[config.mk]
export PLATFORM = sky130hd
export DESIGN_NAME = uart_tx_arbiter
export DESIGN_NICKNAME = d
export VERILOG_FILES = /design/src/rtl/uart_pkg.sv /design/src/rtl/uart_tx_arbiter_rr.sv /design/src/rtl/uart_tx_arbiter.sv
export SDC_FILE = /design/constraint.sdc
export NUM_CORES = 1
export LEC_CHECK = 0
export ABC_AREA = 0
export CORE_MARGIN = 4
export CORE_UTILIZATION = 45
export CTS_CLUSTER_SIZE = 8
export DETAILED_ROUTE_END_ITERATION = 10
export PLACE_DENSITY = 0.73
export SYNTH_ARGS = -nofsm -noshare
export SYNTH_HDL_FRONTEND = slang
export SYNTH_SLANG_ARGS = --single-unit
export TNS_END_PERCENT = 1
[constraint.sdc]
create_clock -name i_clk -period 3.4 [get_ports i_clk]
set_clock_uncertainty 0.15 [all_clocks]
set_input_delay 0.68 -clock i_clk [delete_from_list [all_inputs] [get_ports i_clk]]
set_output_delay 0.68 -clock i_clk [all_outputs]
set_load 0.05 [all_outputs]
[src/rtl/uart_pkg.sv]
// Shared definitions for the UART transmit-side arbiter: FSM encoding, frame
// geometry and the watchdog legality helper.
package uart_pkg;

  localparam logic [1:0] ST_IDLE      = 2'd0;
  localparam logic [1:0] ST_LAUNCH    = 2'd1;
  localparam logic [1:0] ST_WAIT_DONE = 2'd2;
  localparam logic [1:0] ST_GAP       = 2'd3;

  localparam int DEFAULT_CLK_CY_PER_BIT = 87;
  localparam int UART_FRAME_BITS        = 11;

  // The watchdog must outlast one full frame (start, 8 data, parity, stop).
  function automatic int min_timeout(input int clk_cy_per_bit);
    return UART_FRAME_BITS * clk_cy_per_bit + 1;
  endfunction

endpackage

[src/rtl/uart_tx_arbiter_rr.sv]
// Combinational round-robin select: first valid request after ptr, wrapping,
// with ptr itself searched last.
module rr_arbiter #(
  parameter int N   = 4,
  parameter int IDW = (N > 1) ? $clog2(N) : 1
) (
  input  logic [N-1:0]   req,
  input  logic [IDW-1:0] ptr,
  output logic [N-1:0]   grant_onehot,
  output logic [IDW-1:0] grant_idx,
  output logic           grant_valid
);

  logic [IDW-1:0] cand;

  // Rotating priority search starting one past the last winner.
  always_comb begin
    grant_onehot = '0;
    grant_idx    = '0;
    grant_valid  = 1'b0;
    cand         = '0;
    for (int off = 1; off <= N; off++) begin
      cand = IDW'((int'(ptr) + off) % N);
      if (!grant_valid && req[cand]) begin
        grant_valid        = 1'b1;
        grant_idx          = cand;
        grant_onehot[cand] = 1'b1;
      end else begin
        grant_valid = grant_valid;
      end
    end
  end

endmodule

[src/rtl/uart_tx_arbiter.sv]
// Shares one uart_tx among NUM_REQ byte producers: round-robin grant, one-cycle
// strobe, done wait with watchdog, and an inter-frame gap.
module uart_tx_arbiter
  import uart_pkg::*;
#(
  parameter int NUM_REQ        = 4,
  parameter int GAP_CYCLES     = 2,
  parameter int TIMEOUT_CYCLES = 1024,
  parameter int CLK_CY_PER_BIT = DEFAULT_CLK_CY_PER_BIT
) (
  input  logic                       i_clk,
  input  logic                       i_rst,
  input  logic [NUM_REQ-1:0]         i_req_valid,
  input  logic [8*NUM_REQ-1:0]       i_req_data,
  output logic [NUM_REQ-1:0]         o_req_ready,
  output logic [$clog2(NUM_REQ)-1:0] o_grant_id,
  output logic                       o_busy,
  output logic                       o_timeout,
  output logic                       o_Tx_Dv,
  output logic [7:0]                 o_Tx_Byte,
  input  logic                       i_Tx_Active,
  input  logic                       i_Tx_Done
);

  localparam int IDW = $clog2(NUM_REQ);
  localparam int WDW = $clog2(TIMEOUT_CYCLES);
  localparam int GW  = $clog2(GAP_CYCLES + 1);

  if (NUM_REQ < 2 || NUM_REQ > 8) begin : g_bad_num_req
    $error("uart_tx_arbiter: NUM_REQ must be 2..8");
  end
  if (GAP_CYCLES < 2) begin : g_bad_gap
    $error("uart_tx_arbiter: GAP_CYCLES must be at least 2");
  end
  if (TIMEOUT_CYCLES < min_timeout(CLK_CY_PER_BIT)) begin : g_bad_timeout
    $error("uart_tx_arbiter: TIMEOUT_CYCLES shorter than one UART frame");
  end

  logic [1:0]         state;
  logic [IDW-1:0]     ptr;
  logic [WDW-1:0]     wd_cnt;
  logic [GW-1:0]      gap_cnt;
  logic [NUM_REQ-1:0] grant_onehot;
  logic [IDW-1:0]     grant_idx;
  logic               grant_valid;
  logic               tx_active_unused;

  assign tx_active_unused = i_Tx_Active;

  rr_arbiter #(.N(NUM_REQ), .IDW(IDW)) u_rr (
    .req          (i_req_valid),
    .ptr          (ptr),
    .grant_onehot (grant_onehot),
    .grant_idx    (grant_idx),
    .grant_valid  (grant_valid)
  );

  // FSM, capture registers, watchdog and gap counter; all outputs registered.
  // LAUNCH counts as the first watchdog cycle so the abort pulse lands exactly
  // TIMEOUT_CYCLES after the strobe. The IDLE arbitration cycle closes the gap,
  // so GAP itself lasts GAP_CYCLES-1 cycles and the next strobe comes
  // GAP_CYCLES+1 cycles after Done.
  always_ff @(posedge i_clk) begin
    if (i_rst) begin
      state       <= ST_IDLE;
      ptr         <= IDW'(NUM_REQ - 1);
      wd_cnt      <= '0;
      gap_cnt     <= '0;
      o_req_ready <= '0;
      o_grant_id  <= '0;
      o_busy      <= 1'b0;
      o_timeout   <= 1'b0;
      o_Tx_Dv     <= 1'b0;
      o_Tx_Byte   <= 8'h00;
    end else begin
      o_req_ready <= '0;
      o_Tx_Dv     <= 1'b0;
      o_timeout   <= 1'b0;
      case (state)
        ST_IDLE: begin
          if (grant_valid) begin
            state       <= ST_LAUNCH;
            ptr         <= grant_idx;
            o_grant_id  <= grant_idx;
            o_Tx_Byte   <= i_req_data[{grant_idx, 3'b000} +: 8];
            o_req_ready <= grant_onehot;
            o_Tx_Dv     <= 1'b1;
            o_busy      <= 1'b1;
            wd_cnt      <= '0;
          end else begin
            state <= ST_IDLE;
          end
        end
        ST_LAUNCH: begin
          state  <= ST_WAIT_DONE;
          wd_cnt <= wd_cnt + WDW'(1);
        end
        ST_WAIT_DONE: begin
          if (i_Tx_Done) begin
            state   <= ST_GAP;
            gap_cnt <= '0;
          end else if (wd_cnt == WDW'(TIMEOUT_CYCLES - 1)) begin
            state     <= ST_GAP;
            gap_cnt   <= '0;
            o_timeout <= 1'b1;
          end else begin
            wd_cnt <= wd_cnt + WDW'(1);
          end
        end
        ST_GAP: begin
          if (gap_cnt == GW'(GAP_CYCLES - 2)) begin
            state  <= ST_IDLE;
            o_busy <= 1'b0;
          end else begin
            gap_cnt <= gap_cnt + GW'(1);
          end
        end
        default: begin
          state  <= ST_IDLE;
          o_busy <= 1'b0;
        end
      endcase
    end
  end

endmodule

==> summary by stage, run 1 <==
Status
The flow ran to the end, and the final reports show no timing, DRC or antenna violations.

Min path
The number of stages on the worst hold path is 2. The worst min-delay path class is reg2reg.

Yosys
The synthesized net count is 355. The number of enable flip-flop cells after synthesis is 0. For this run, the register share of the synthesized area comes to 26.76%. The fraction of the mapped netlist area in adder cells is 7.603%. In this run the cell area of the synthesized design comes to 0.002469 mm^2.

The synthesized design contains 33 register bits. The gate count after technology mapping is 300. Multiplexer cells account for 12.82% of the synthesized area.

The main combinational cell family by area after synthesis is compound AO/OA/AOI/OAI gates. The flip-flop cell with the highest count after synthesis is sky130_fd_sc_hd__dfxtp_1. Summing the areas of all and, or, nand and nor instances in the mapped netlist gives 21.49% of the synthesized area.

The async set-or-reset flop fraction in the synthesized netlist is 0%. Of the total synthesized cell area, the portion taken by XOR and XNOR cells is 0%. Yosys printed 0 warnings. Summing the areas of all compound-gate instances in the mapped netlist gives 24.73% of the synthesized area. The mean instance size in the synthesized netlist is 8.229 um^2. Yosys mapped the design onto 52 distinct sky130hd cell types.

Critical path
The cell class contributing the biggest share of worst-path delay is compound AO/OA/AOI/OAI gates. The critical path start-end classification is reg2reg. The slowest stage of the critical path belongs to the cell sky130_fd_sc_hd__o31a_1.

The delay contributed by the slowest stage of the critical path is 620 ps. The buffers plus inverters on the worst setup path is 1. The depth of the worst register-to-register path is 8. The largest fanout on the critical path is 11. The critical path crosses 8 cells after its start point. The endpoint type of the worst setup path is a flip-flop.

Traced cell by cell, the critical path runs through inv_1 -> ha_1 -> mux4_2 -> nor2b_4 -> o21ai_0 -> o31a_1 -> mux2i_1 -> o221ai_1. The kind of launch point of the worst setup path is a flip-flop. STA puts the critical path data required time at 3410 ps. The endpoint arrival time on the critical path is 3060 ps.

Clocking
TritonCTS built the clock tree. The H-tree was split into 2 levels. TritonCTS created 5 clock buffers.

In this run the clock root is driven by a sky130_fd_sc_hd__clkbuf_8. The quantity of hold-fixing buffers added after cts is 0. The number of buffers added for setup after CTS is 0. Counting every sink on the clock net gives 33. The clock latency at the later pin of the worst-skew pair is 280 ps. The longest clock path from root to sink contains 2 buffers. Gates resized during post-CTS repair numbered 0. The clock edge transition at the registers on the reported setup and hold paths is 70 ps.

Route
After detailed routing, the average wire length per cell comes to 14.63 um. The number of DRC markers after the initial detailed-route iteration is 129. The via count of the routed design is 2446.

The number of nets with antenna violations after detailed routing is 0. The routed via count divided by cell count is 5.688. The total wire length after detailed routing is 6291 um.

The DRC violation count after routing is 0. For this run, the detailed router's first-pass iteration total came to 7.

STA
The relative slew slack is 27.22%. Setup violations remaining at the end of the flow were counted as 0. Adding up every negative setup slack in the final design gives 0 ps.

Setup repair after global routing left no endpoint under its margin. The least setup slack across all paths after layout is 352.9 ps. The routed design could run at a clock period as short as 3047 ps. The slew at the pin closest to its max-slew limit is 1082 ps. The maximum achievable frequency is 328.2 MHz. The number of hold violations in the final report is 0.

The tightest hold path in the finished design has a slack of 304.5 ps. The final max-slew violation count is 0. The final critical path takes up 89.62% of the cycle.

Pwr
The leakage dissipation is 1.282 nW. The switching share of power is 46.47%. The switching power is 1.201 mW.

The share of total power dissipated in the clock network is 12.3%. Of the total power, registers draw 20.5%. Overall power consumption after layout is estimated at 2.585 mW.

Cell internal power was estimated by the tool at 1.384 mW. The share of total power dissipated in combinational logic is 67.2%. The worst-case IR drop observed on VDD is 0.5526 mV.

For this design the ratio of total power to cell area is 800.5 mW/mm^2.

Placement
At the placement stage, the worst setup path has a slack of 50.91 ps. The half-perimeter wire length after placement is 4610 um. The number of placed instances, taps included, is 422. The number of input and output port buffers inserted is 55. The final RePlAce weighted congestion is 0.8605. The post-place instance area is 0.003128 mm^2.

Die
The starting utilization of the core area is 47.43%. The floorplan step set the die width to 82.07 um. The placeable core area is 0.005205 mm^2. The floorplan step defined a die boundary enclosing 0.006735 mm^2.

The die is 82.07 um tall. The I/O pin count is 57. The count of standard-cell rows is 26.

GRT
Global routing finished with a remaining overflow of 0. Entering global routing, the biggest net connects 30 pins. The wire length of the first global-routing pass is 10120 um. Global routing used 19.06% of the available tracks. The number of global-route vias before repair is 2231. The initial antenna violation count came to 0.

Final layout
The post-layout net count is 414. The number of fillers in the final layout is 470. Once layout is complete, the utilization of the core stands at 62.04%.

Of the cells placed in the final design, the portion with a size suffix greater than 1 is 11.67%. Compared with the post-synthesis result, the final layout area differs by 30.82%. Leaving out fill and tap cells, the most frequent cell in the layout is sky130_fd_sc_hd__clkdlybuf4s50_1.

Once layout is done, the placed cells without fillers occupy 0.003229 mm^2. The final cell count without fillers is 430. In the layout the commonest cells are sky130_fd_sc_hd__clkdlybuf4s50_1, sky130_fd_sc_hd__nand2_1, sky130_fd_sc_hd__dfxtp_1. 0 antenna diodes ended up in the layout.

Flow run
The max capacitance violation total is 0.
[sequential cells by signal, indices dropped and copies added, names as in the netlist]
name,count
wd_cnt,10
gap_cnt,2
o_timeout,1
o_Tx_Byte,8
o_req_ready,4
state,2
ptr,2
o_grant_id,2
o_busy,1
o_Tx_Dv,1
[cells in the mapped netlist (4+ instances only)]
master,number,area (um^2)
sky130_fd_sc_hd__a21oi_1,18,90.09
sky130_fd_sc_hd__a221oi_1,5,43.79
sky130_fd_sc_hd__a22oi_1,4,30.03
sky130_fd_sc_hd__buf_2,4,20.02
sky130_fd_sc_hd__clkbuf_1,11,41.29
sky130_fd_sc_hd__dfxtp_1,33,660.6
sky130_fd_sc_hd__ha_1,15,187.7
sky130_fd_sc_hd__inv_1,15,56.30
sky130_fd_sc_hd__mux2_2,5,56.30
sky130_fd_sc_hd__mux2i_1,17,170.2
sky130_fd_sc_hd__mux4_2,4,90.09
sky130_fd_sc_hd__nand2_1,39,146.4
sky130_fd_sc_hd__nand2b_1,9,56.30
sky130_fd_sc_hd__nand3_1,13,65.06
sky130_fd_sc_hd__nor2_1,21,78.83
sky130_fd_sc_hd__o21ai_0,9,45.04
sky130_fd_sc_hd__o221ai_1,6,52.55
sky130_fd_sc_hd__o311ai_0,9,78.83
sky130_fd_sc_hd__o31a_1,4,35.03
sky130_fd_sc_hd__or3_1,9,56.30
[worst register-to-register path, stage by stage, from the launching register on]
cell and delay [ps]:
sky130_fd_sc_hd__dfxtp_1 330, sky130_fd_sc_hd__inv_1 110, sky130_fd_sc_hd__ha_1 460, sky130_fd_sc_hd__mux4_2 550, sky130_fd_sc_hd__nor2b_4 150, sky130_fd_sc_hd__o21ai_0 150, sky130_fd_sc_hd__o31a_1 620, sky130_fd_sc_hd__mux2i_1 290
sky130_fd_sc_hd__o221ai_1 140
[metal layers]
layer | up-vias | GRT usage, % | wire length, um
met5 | - | 0 | 0
met4 | 0 | 4.817 | 51
met3 | 9 | 4.715 | 459
met2 | 74 | 31.26 | 2819
met1 | 1125 | 24.95 | 2961
li1 | 1238 | - | -
[worst paths after layout]
kind,from,end,slack (ps)
min reg2reg,gap_cnt[1]$_SDFFE_PP0P_,gap_cnt[1]$_SDFFE_PP0P_,300
max,ptr[1]$_SDFFE_PP1P_,o_Tx_Byte[6]$_SDFFE_PP0P_,350
min,gap_cnt[1]$_SDFFE_PP0P_,gap_cnt[1]$_SDFFE_PP0P_,300
max reg2reg,ptr[1]$_SDFFE_PP1P_,o_Tx_Byte[6]$_SDFFE_PP0P_,350
[power by group through the flow]
stage | clock network (mW) | registers [mW] | logic (mW)
2_1_floorplan | 0 | 0.753 | 1.08
3_3_place_gp | 0 | 0.534 | 1.71
3_5_place_dp | 0 | 0.538 | 1.72
4_1_cts | 0.328 | 0.530 | 1.73
5_1_grt | 0.349 | 0.538 | 1.90
6_report | 0.319 | 0.530 | 1.74
[kinds of logic (layout without fill, tap and decap cells)]
group / Yosys count / after routing
and+or+nand+nor: 110 / 110
AOI/OAI and AO/OA: 81 / 81
buffers and inverters: 35 / 95
DFF: 33 / 33
muxes: 26 / 26
adders and majority gates: 15 / 15
[final cells by class]
class | instances | area, um^2 | share of cell area [%]
clock buffers | 7 | 96.34 | 2.983
multi-input cells | 232 | 1645 | 50.95
well taps | 70 | 87.58 | 2.712
flip-flops and latches | 33 | 660.6 | 20.46
clock inverters | 1 | 5.005 | 0.1550
repair buffers | 72 | 678.2 | 21.00
inverters | 15 | 56.30 | 1.744
Power figures use the tool's default switching activity.
==> run 2: changes to the inputs <==
--- a/config.mk
+++ b/config.mk
@@ -8,6 +8,7 @@
 export ABC_AREA = 0
 export CORE_MARGIN = 4
 export CORE_UTILIZATION = 45
+export CTS_BUF_LIST = sky130_fd_sc_hd__clkbuf_16
 export CTS_CLUSTER_SIZE = 8
 export DETAILED_ROUTE_END_ITERATION = 10
 export PLACE_DENSITY = 0.73
==> run 2 against run 1 <==
  * Hold slack got worse by 2.2 ps
  * Sequential power barely moved
  * Cell count stayed put
  * Critical endpoint unchanged
  * Fmax shrank 0.63%
  * Die area stayed put
  * First-iteration DRC count down 11%
  * Largest power group unchanged
==> summary by stage, run 2 (synthesis gave the netlist of run 1 again) <==
GRT
The pin count of the biggest net entering global routing is 30 (unchanged). The wire length of the first global-routing pass is 10190 um (+0.75%). The overall global routing resource usage is 19.27% (+0.21 points). The number of global-route vias before repair came to 2233 (+0.090%). The total global routing overflow was 0 (unchanged). The initial antenna violation count is 0 (unchanged).

Final layout
The proportion of layout cells with a drive suffix above 1 is 11.11% (-0.56 points). In the final layout, the registers with the most flip-flops are wd_cnt x10, o_Tx_Byte x8, o_req_ready x4. The final cell count without fillers came to 430 (unchanged). The multi-input logic area came to 0.001645 mm^2 (unchanged). The final core utilization is 62.74% (+0.70 points). The flip-flop count of the largest register, all copies and words added came to 10 (unchanged). From synthesis to final layout, the design area changed by 32.29%.

The final antenna diode count is 0 (unchanged). The number of fillers in the final layout is 459 (-2.3%). The register area is 660.6 um^2 (unchanged). In the layout the commonest cells are sky130_fd_sc_hd__clkdlybuf4s50_1, sky130_fd_sc_hd__nand2_1, sky130_fd_sc_hd__dfxtp_1.

The leading cell type in the layout, fill and taps excluded is sky130_fd_sc_hd__clkdlybuf4s50_1. The register containing the most flip-flops in the final layout is wd_cnt. The post-layout net count was 414 (unchanged).

Clocking
The number of buffers on the longest clock path is 2 (unchanged). The quantity of hold-fixing buffers added after cts is 0 (unchanged). The clock tree from TritonCTS is built.

The level count of the clock H-tree is 2 (unchanged). The number of resized instances in the post-cts repair step is 0 (unchanged). Clock tree synthesis selected as its root buffer the cell sky130_fd_sc_hd__clkbuf_16. The clock edge transition at the registers on the reported setup and hold paths is 50 ps (-20 ps). The clock net sink count came to 33 (unchanged). The number of buffers created by CTS is 5 (unchanged). The clock latency at the later pin of the worst-skew pair is 270 ps (about the same).

The number of buffers added for setup after CTS was 0 (unchanged).

STA
The final max-slew violation count is 0 (unchanged). The maximum achievable frequency is 326.1 MHz (-0.63%). The total negative slack for setup checks is 0 ps (unchanged). The portion of the clock cycle consumed by the worst path in the final layout is 90.19% (+0.57 points). The final setup violation count is 0 (unchanged). The number of hold violations in the final report came to 0 (unchanged).

The slew at the pin closest to its max-slew limit was 1061 ps (-21.05 ps). The relative slew slack is 28.63% (+1.4 points). The least setup slack across all paths after layout was 333.6 ps (-19.28 ps).

The shortest period the worst path allows is 3066 ps (+19.28 ps). Setup repair after global routing left no endpoint under its margin.

Route
The routed length on met2 is 2850 um (+1.1%). The routed via count divided by cell count came to 5.626 (-1.1%). The routed wire length per instance is 14.69 um (+0.41%).

The number of detailed-route iterations in the first pass came to 4 (-3). The total wire length after detailed routing came to 6317 um (+0.41%). The total met3 wirelength after detailed routing came to 438 um (-4.6%). The number of DRC markers after the initial detailed-route iteration came to 115 (-11%). The detailed-route wire length on metal 1 was 2992 um (+1.0%). The highest metal layer carrying signal wires in the routed design is met4. The DRC violation count after routing came to 0 (unchanged). The via count of the routed design is 2419 (-1.1%). The number of nets with antenna violations after detailed routing came to 0 (unchanged).

Die
The area of the die is 0.006735 mm^2 (unchanged). The count of standard-cell rows is 26 (unchanged). The die width came to 82.07 um (unchanged). The placeable core area is 0.005205 mm^2 (unchanged). The die outline height is 82.07 um (unchanged). The I/O pin count is 57 (unchanged). The starting utilization of the core area is 47.43% (unchanged).

Pwr
The highest ir drop seen on vdd is 0.5083 mV (-8.0%). The total design power was 2.682 mW (+3.7%). The leakage dissipation is 1.296 nW (+1.1%). The power per unit of standard cell area is 821.2 mW/mm^2 (+2.6%).

Critical path
Walking the worst path, the cells encountered are clkdlybuf4s50_1 -> mux4_2 -> nor2b_4 -> o21ai_0 -> o31a_1 -> mux2i_1 -> o221ai_1. The worst setup path is launched from an input port. The largest fanout on the critical path came to 11 (unchanged). The buffers plus inverters on the worst setup path is 1 (unchanged). The endpoint arrival time on the critical path is 3060 ps (about the same).

The slowest library cell on the worst path is sky130_fd_sc_hd__o31a_1. The delay contributed by the slowest stage of the critical path is 620 ps (about the same). The critical path is of the in2reg type.

The endpoint type of the worst setup path is a flip-flop. The cell class contributing the biggest share of worst-path delay is compound AO/OA/AOI/OAI gates. The required time at the worst-slack endpoint is 3400 ps (about the same).

Placement
The number of input and output port buffers inserted is 55 (unchanged). The count of placed standard cells including taps came to 422 (unchanged). The final RePlAce weighted congestion is 0.8605 (unchanged). The half-perimeter wire length after placement is 4610 um (unchanged). The post-placement setup slack was 50.91 ps (unchanged).

Status
The run finished with clean final reports.

Flow run
The max capacitance violation total came to 0 (unchanged).

Min path
The worst min-delay path class is reg2reg.
run 2: changes by cell type in the layout (fill, tap and decap cells not counted), sizes merged:
cell and delta:
clkbuf -2, clkinv +2
run 2: layout make-up:
cell class / instances / share of cell area (%)
clock buffers: 5 / 3.831
clock inverters: 3 / 0.3831
inverters: 15 / 1.724
multi-input cells: 232 / 50.38
flip-flops and latches: 33 / 20.23
well taps: 70 / 2.682
repair buffers: 72 / 20.77
run 2: path summary, 6_finish.rpt:
check / to / start / slack [ps] / cells past startpoint
worst max-delay path: o_Tx_Byte[6]$_SDFFE_PP0P_ / i_req_valid[0] / 330 / 7
worst min-delay path: gap_cnt[1]$_SDFFE_PP0P_ / gap_cnt[1]$_SDFFE_PP0P_ / 300 / 2
worst max register to register: o_Tx_Byte[6]$_SDFFE_PP0P_ / ptr[1]$_SDFFE_PP1P_ / 340 / 8
worst min register to register: gap_cnt[1]$_SDFFE_PP0P_ / gap_cnt[1]$_SDFFE_PP0P_ / 300 / 2
run 2: through the flow:
| step | hold slack (ps) | cell area [um^2] |
|---|---|---|
| after floorplan | 281.9 | 2469 |
| after CTS | 305.7 | 3266 |
| after global routing | 326.4 | 3266 |
| after global placement | 289.6 | 3128 |
| final | 302.2 | 3266 |
| after detailed placement | 299.2 | 3128 |
run 2: worst reg2reg max path, delay by kind of cell, from the launching register on:
family                   cells  cell delay [ps]
AO/OA/AOI/OAI                3              910
multiplexers                 2              840
adder cells (fa/ha/maj)      1              460
flip-flops                   1              320
AND/OR/NAND/NOR              1              150
buffers and inverters        1              110
run 2: power by group:
part / switching, mW / total, mW / internal, mW
clock: 0.151 / 0.415 / 0.264
combinational: 1.01 / 1.74 / 0.722
sequential: 0.0505 / 0.531 / 0.480
run 2: per-layer routing:
| metal | GRT usage, % | vias up |
|---|---|---|
| li1 | - | 1239 |
| met1 | 25.18 | 1103 |
| met2 | 31.74 | 72 |
| met3 | 5.592 | 5 |
| met4 | 3.488 | 0 |
| met5 | 0 | - |
